`src/rtl/battleship_pkg.sv`:
```
// ============================================================================
// Module   : battleship_pkg
// Purpose  : Shared board constants, placement state type and cell indexing.
// Revision : 1.0 - initial release
// ============================================================================
`default_nettype none

package battleship_pkg;

    localparam int DEFAULT_BOARD_N = 5;

    typedef enum logic [1:0] {
        ST_IDLE    = 2'd0,
        ST_PLACING = 2'd1,
        ST_DONE    = 2'd2
    } place_state_t;

    function automatic int cell_idx(input int row, input int col, input int n = DEFAULT_BOARD_N);
        return row * n + col;
    endfunction

endpackage

`default_nettype wire

```
`src/rtl/placement_cursor.sv`:
```
// ============================================================================
// Module   : placement_cursor
// Purpose  : Saturating board cursor; one move per cycle, up > down > left > right.
// Revision : 1.0 - initial release
// ============================================================================
`default_nettype none

module placement_cursor #(
    parameter int BOARD_N = 5,
    parameter int CW      = 3
) (
    input  logic          clk,
    input  logic          rst,
    input  logic          clear,
    input  logic          en,
    input  logic          up,
    input  logic          down,
    input  logic          left,
    input  logic          right,
    output logic [CW-1:0] row,
    output logic [CW-1:0] col
);

    localparam logic [CW-1:0] c_max_pos = CW'(BOARD_N - 1);

    logic [CW-1:0] r_row;
    logic [CW-1:0] r_col;

    // The highest-priority pressed move is selected first; a wall then just
    // suppresses it rather than letting a lower-priority move through.
    always_ff @(posedge clk or posedge rst) begin
        if (rst) begin
            r_row <= '0;
            r_col <= '0;
        end else if (clear) begin
            r_row <= '0;
            r_col <= '0;
        end else if (en) begin
            if (up) begin
                if (r_row != '0) r_row <= r_row - 1'b1;
            end else if (down) begin
                if (r_row != c_max_pos) r_row <= r_row + 1'b1;
            end else if (left) begin
                if (r_col != '0) r_col <= r_col - 1'b1;
            end else if (right) begin
                if (r_col != c_max_pos) r_col <= r_col + 1'b1;
            end
        end
    end

    assign row = r_row;
    assign col = r_col;

endmodule

`default_nettype wire

```
`src/rtl/ship_placement_ctrl.sv`:
```
// ============================================================================
// Module   : ship_placement_ctrl
// Purpose  : Colocation-phase controller: latches ship amount, places ships.
// Revision : 1.0 - initial release
// ============================================================================
`default_nettype none

module ship_placement_ctrl
    import battleship_pkg::*;
#(
    parameter int BOARD_N = DEFAULT_BOARD_N,
    parameter int CW      = 3
) (
    input  logic                   clk,
    input  logic                   rst,
    input  logic                   ships_decided,
    input  logic [2:0]             player_ship_amount_define,
    input  logic                   colocation_ships_State,
    input  logic                   btn_up,
    input  logic                   btn_down,
    input  logic                   btn_left,
    input  logic                   btn_right,
    input  logic                   btn_place,
    output logic [CW-1:0]          cursor_row,
    output logic [CW-1:0]          cursor_col,
    output logic [BOARD_N*BOARD_N-1:0] ship_grid,
    output logic [2:0]             ships_placed,
    output logic [2:0]             ships_remaining,
    output logic                   placing_active,
    output logic                   finished_placing,
    output logic                   place_error
);

    localparam int CELLS = BOARD_N * BOARD_N;
    localparam int IW    = $clog2(CELLS);

    place_state_t     r_state, w_state_nx;
    logic [CELLS-1:0] r_grid, w_grid_nx;
    logic [2:0]       r_placed, w_placed_nx;
    logic [2:0]       r_amount, w_amount_nx;
    logic             r_err, w_err_nx;
    logic             w_cur_clear;
    logic             w_cur_en;
    logic [CW-1:0]    w_row;
    logic [CW-1:0]    w_col;
    logic [IW-1:0]    w_idx;

    assign w_idx = IW'(cell_idx(int'(w_row), int'(w_col), BOARD_N));

    placement_cursor #(
        .BOARD_N (BOARD_N),
        .CW      (CW)
    ) u_cursor (
        .clk   (clk),
        .rst   (rst),
        .clear (w_cur_clear),
        .en    (w_cur_en),
        .up    (btn_up),
        .down  (btn_down),
        .left  (btn_left),
        .right (btn_right),
        .row   (w_row),
        .col   (w_col)
    );

    always_ff @(posedge clk or posedge rst) begin
        if (rst) begin
            r_state  <= ST_IDLE;
            r_grid   <= '0;
            r_placed <= '0;
            r_amount <= '0;
            r_err    <= 1'b0;
        end else begin
            r_state  <= w_state_nx;
            r_grid   <= w_grid_nx;
            r_placed <= w_placed_nx;
            r_amount <= w_amount_nx;
            r_err    <= w_err_nx;
        end
    end

    // Losing the placement phase takes precedence over a same-cycle place.
    always_comb begin
        w_state_nx  = r_state;
        w_grid_nx   = r_grid;
        w_placed_nx = r_placed;
        w_amount_nx = r_amount;
        w_err_nx    = 1'b0;
        w_cur_clear = 1'b0;
        w_cur_en    = 1'b0;
        case (r_state)
            ST_IDLE: begin
                if (ships_decided && (player_ship_amount_define != 3'd0) && colocation_ships_State) begin
                    w_amount_nx = player_ship_amount_define;
                    w_grid_nx   = '0;
                    w_placed_nx = 3'd0;
                    w_cur_clear = 1'b1;
                    w_state_nx  = ST_PLACING;
                end
            end
            ST_PLACING: begin
                if (!colocation_ships_State) begin
                    w_state_nx = ST_IDLE;
                end else if (btn_place) begin
                    if (r_grid[w_idx]) begin
                        w_err_nx = 1'b1;
                    end else begin
                        w_grid_nx[w_idx] = 1'b1;
                        w_placed_nx      = r_placed + 3'd1;
                        if (w_placed_nx == r_amount) w_state_nx = ST_DONE;
                    end
                end else begin
                    w_cur_en = 1'b1;
                end
            end
            ST_DONE: begin
                if (!colocation_ships_State) w_state_nx = ST_IDLE;
            end
            default: w_state_nx = ST_IDLE;
        endcase
    end

    assign cursor_row       = w_row;
    assign cursor_col       = w_col;
    assign ship_grid        = r_grid;
    assign ships_placed     = r_placed;
    assign ships_remaining  = r_amount - r_placed;
    assign placing_active   = (r_state == ST_PLACING);
    assign finished_placing = (r_state == ST_DONE);
    assign place_error      = r_err;

endmodule

`default_nettype wire

```
`config.mk`:
```
export PLATFORM = sky130hd
export DESIGN_NAME = ship_placement_ctrl
export DESIGN_NICKNAME = d
export VERILOG_FILES = /design/src/rtl/battleship_pkg.sv /design/src/rtl/placement_cursor.sv /design/src/rtl/ship_placement_ctrl.sv
export SDC_FILE = /design/constraint.sdc
export NUM_CORES = 1
export LEC_CHECK = 0
export ABC_AREA = 1
export CORE_MARGIN = 8
export CORE_UTILIZATION = 61
export CTS_CLUSTER_SIZE = 40
export DETAILED_ROUTE_END_ITERATION = 10
export DONT_BUFFER_PORTS = 1
export GPL_TIMING_DRIVEN = 0
export HOLD_SLACK_MARGIN = 0.15
export PLACE_DENSITY = 0.77
export SETUP_SLACK_MARGIN = 0.02
export SLEW_MARGIN = 25
export SYNTH_ARGS = -nofsm -noshare
export SYNTH_HDL_FRONTEND = slang
export SYNTH_HIERARCHICAL = 1
export SYNTH_SLANG_ARGS = --single-unit
```
`constraint.sdc`:
```
create_clock -name clk -period 3.4 [get_ports clk]
set_input_delay 0.34 -clock clk [delete_from_list [all_inputs] [get_ports clk]]
set_output_delay 0.34 -clock clk [all_outputs]
set_load 0.01 [all_outputs]
```
==> impl_metrics.json <==
{
  "overflow": 0,
  "avgRoutedWirePerCell_um": 13.9,
  "antenna_left": 0,
  "yosysUniqueCellTypes": 27,
  "ys_warn_count": 6,
  "min_path_type": "input pin to flop",
  "first_pass_iters": 5,
  "yosysMostFrequentCell": "nand2_1",
  "peakVddDrop_mv": 0.577,
  "rsz0062_at_grt": "no",
  "final_nets": 482,
  "num_rows": 25,
  "placedInstanceArea_um2": 3010,
  "synth_area_leaders": "dfrtp_1 (34%), nand2_1 (22%), inv_1 (7.1%)",
  "max_stage_delay_ns": 0.63,
  "fin_crit_ns": 3.10,
  "vias": 2774,
  "dp_cells": 502,
  "start_util_pct": 62.7,
  "die-width_um": 85.4,
  "hold_viol_final": 0,
  "worstRegToRegCells": 14,
  "status": "complete, no violations",
  "area_growth_pct": 6.34,
  "diodes": 0,
  "end_kind": "flop",
  "tns_ns": 0,
  "drive_above_1_share_pct": 7.88,
  "grt_start_max_net_pins": 35,
  "max-cap-violations": 0,
  "synthTopCellsByCount": "nand2_1 (176), inv_1 (56), nor2_1 (42), nand3_1 (41), dfrtp_1 (40)",
  "finalMaxSlewViolations": 0,
  "cp_common_cell": "nand2_1",
  "fin_crit_sh_pct": 91.0,
  "die_h_um": 85.4,
  "via_per_inst": 5.43,
  "worst-path-buf-inv": 3,
  "r2r_slack_ns": 0.30,
  "synthCells": 448,
  "cts.path.max_buffers": 2,
  "cts_sinks": 40,
  "tightest_slew_ns": 0.738,
  "io_pins": 52,
  "htree_levels": 2,
  "gp_congestion": 0.905,
  "crit_chain": "ha_1 -> ha_1 -> fa_1 -> inv_2 -> nand2_1 -> nor3_1 -> nor2_1 -> nand2_1 -> nand3_2 -> nand2_4 -> buf_6 -> buf_6 -> nand3_1 -> nand2_1",
  "slowest_stage": "fa_1",
  "cp_data_arrival_time_ns": 3.33,
  "synth_ff_type": "dfrtp_1",
  "antenna_found_initial": 0,
  "min_from": "player_ship_amount_define[0]",
  "r2r-end": "ship_grid[7]$_DFFE_PP0P_",
  "slew_headroom_pct": 50.7,
  "final-setup-viol-count": 0,
  "route.detailed.drc": 0,
  "grt_pass1_vias": 2752,
  "min_to": "r_amount[0]$_DFFE_PP0P_",
  "p_leak_uw": 0.00170,
  "p_per_area_nw_per_um2": 1120,
  "syn-num-nets": 474,
  "clk-insertion-delay-late_ns": 0.30,
  "dieArea_um2": 7300,
  "syn_area_um2": 2940,
  "yosys.area.top_type": "dfrtp_1",
  "numPortBuffers": 0,
  "yosysSeqAreaShare_pct": 34.0,
  "track_usage_pct": 20.3,
  "utilization_pct": 66.6,
  "synth_top_area_share_pct": 34.0,
  "r2r-start": "u_cursor/row[2]$_DFFE_PP0P_",
  "finalInstanceArea_um2": 3130,
  "ys_ff_latch": 40,
  "post_cts_buffers": 0,
  "clock_skew_ns": 0.00847,
  "holdPathStages": 2,
  "max_freq_mhz": 323,
  "worstPathMaxFanout": 10,
  "grt_pass1_wl_um": 12200,
  "clk_pin_slew_ns": 0.08,
  "syn_area_per_cell_um2": 6.56,
  "cts_buffers": 5,
  "drt-total-wl_um": 7110,
  "async_flop_share_pct": 100,
  "required_ns": 3.63,
  "cts_tree": "done",
  "cpLargestDelayFamily": "adder cells",
  "post_layout_nonfiller_instances": 511,
  "synth_edf_count": 0,
  "dp_hpwl_um": 5250,
  "root_buffer": "clkbuf_8",
  "drt_iter0_markers": 224,
  "path_class": "flop to flop",
  "start_kind": "flop",
  "core_region_area_um2": 4690
}
==> state kept, by name, summed over array words and instances (netlist names) <==
register	count
place_error	1
r_amount	3
r_state	2
ship_grid	25
ships_placed	3
u_cursor/col	3
u_cursor/row	3
==> layout make-up <==
cell class	count	area [um2]
fillers	418	1570
repair buffers	1	10.0
plain buffers	13	95.1
clock buffers	6	72.6
inverters	62	233
multi-input cells	333	1610
flip-flops and latches	40	1000
well taps	54	67.6
clock inverters	2	35.0
==> worst max-delay path by stage <==
stage	from	end	slack, ns	depth (start not counted)
final	u_cursor/row[2]$_DFFE_PP0P_	ship_grid[7]$_DFFE_PP0P_	0.30	14
after global routing	u_cursor/row[2]$_DFFE_PP0P_	ship_grid[4]$_DFFE_PP0P_	0.04	14
after CTS	u_cursor/row[0]$_DFFE_PP0P_	ship_grid[6]$_DFFE_PP0P_	0.27	14
after detailed placement	u_cursor/row[0]$_DFFE_PP0P_	ship_grid[6]$_DFFE_PP0P_	0.31	14
after global placement	u_cursor/row[0]$_DFFE_PP0P_	ship_grid[6]$_DFFE_PP0P_	0.32	14
after floorplan	u_cursor/row[0]$_DFFE_PP0P_	ship_grid[4]$_DFFE_PP0P_	0.62	14
==> per-stage QoR <==
stage / hold WS [ns] / setup slack [ns] / total power (uW)
final: 0.162 / 0.305 / 3510
after CTS: 0.159 / 0.273 / 3490
after global placement: 0.153 / 0.317 / 3020
after global routing: 0.156 / 0.0424 / 3880
after floorplan: 0.131 / 0.618 / 2580
after detailed placement: 0.159 / 0.311 / 3080
==> layout by cell type, fill, tap and decap left out, drive strengths merged <==
master	count
nand3	47
buf	8
xor2	1
clkinv	1
dfrtp	40
clkbuf	11
nand2	180
fa	4
dlygate4sd3	1
xnor2	4
o21ai	7
inv	62
a21boi	1
nand4	1
bufinv	1
ha	10
nor3	4
a21oi	29
o211ai	1
nor2	44
==> metal layers <==
layer  global-route usage, %  wire length [um]  vias up
met5                       0                 0        -
met4                    7.17               121        0
met3                    5.12               557       11
met2                    33.8              3300      104
met1                    24.9              3130     1260
li1                        -                 -     1399
==> where the power goes <==
group,internal (uW),switching [uW],total [uW]
logic,740,1530,2270
registers,611,246,857
clock network,218,169,386
total,1570,1940,3510
==> cells by family (layout without fill, tap and decap cells) <==
kind of cell | Yosys count | after routing | share of synthesized area (%)
buf+inv | 75 | 84 | 11.1
fa+ha+maj | 14 | 14 | 6.98
xor+xnor | 5 | 5 | 1.49
simple gates | 276 | 276 | 39.7
flops | 40 | 40 | 34.0
compound gates | 38 | 38 | 6.64
==> timing repair <==
item,CTS,global route
gates resized for setup,0,1
setup endpoints to repair,0,9
endpoints found under the hold margin,40,0
hold buffers,1,0
Note: power is estimated with default switching activity, not from simulation.
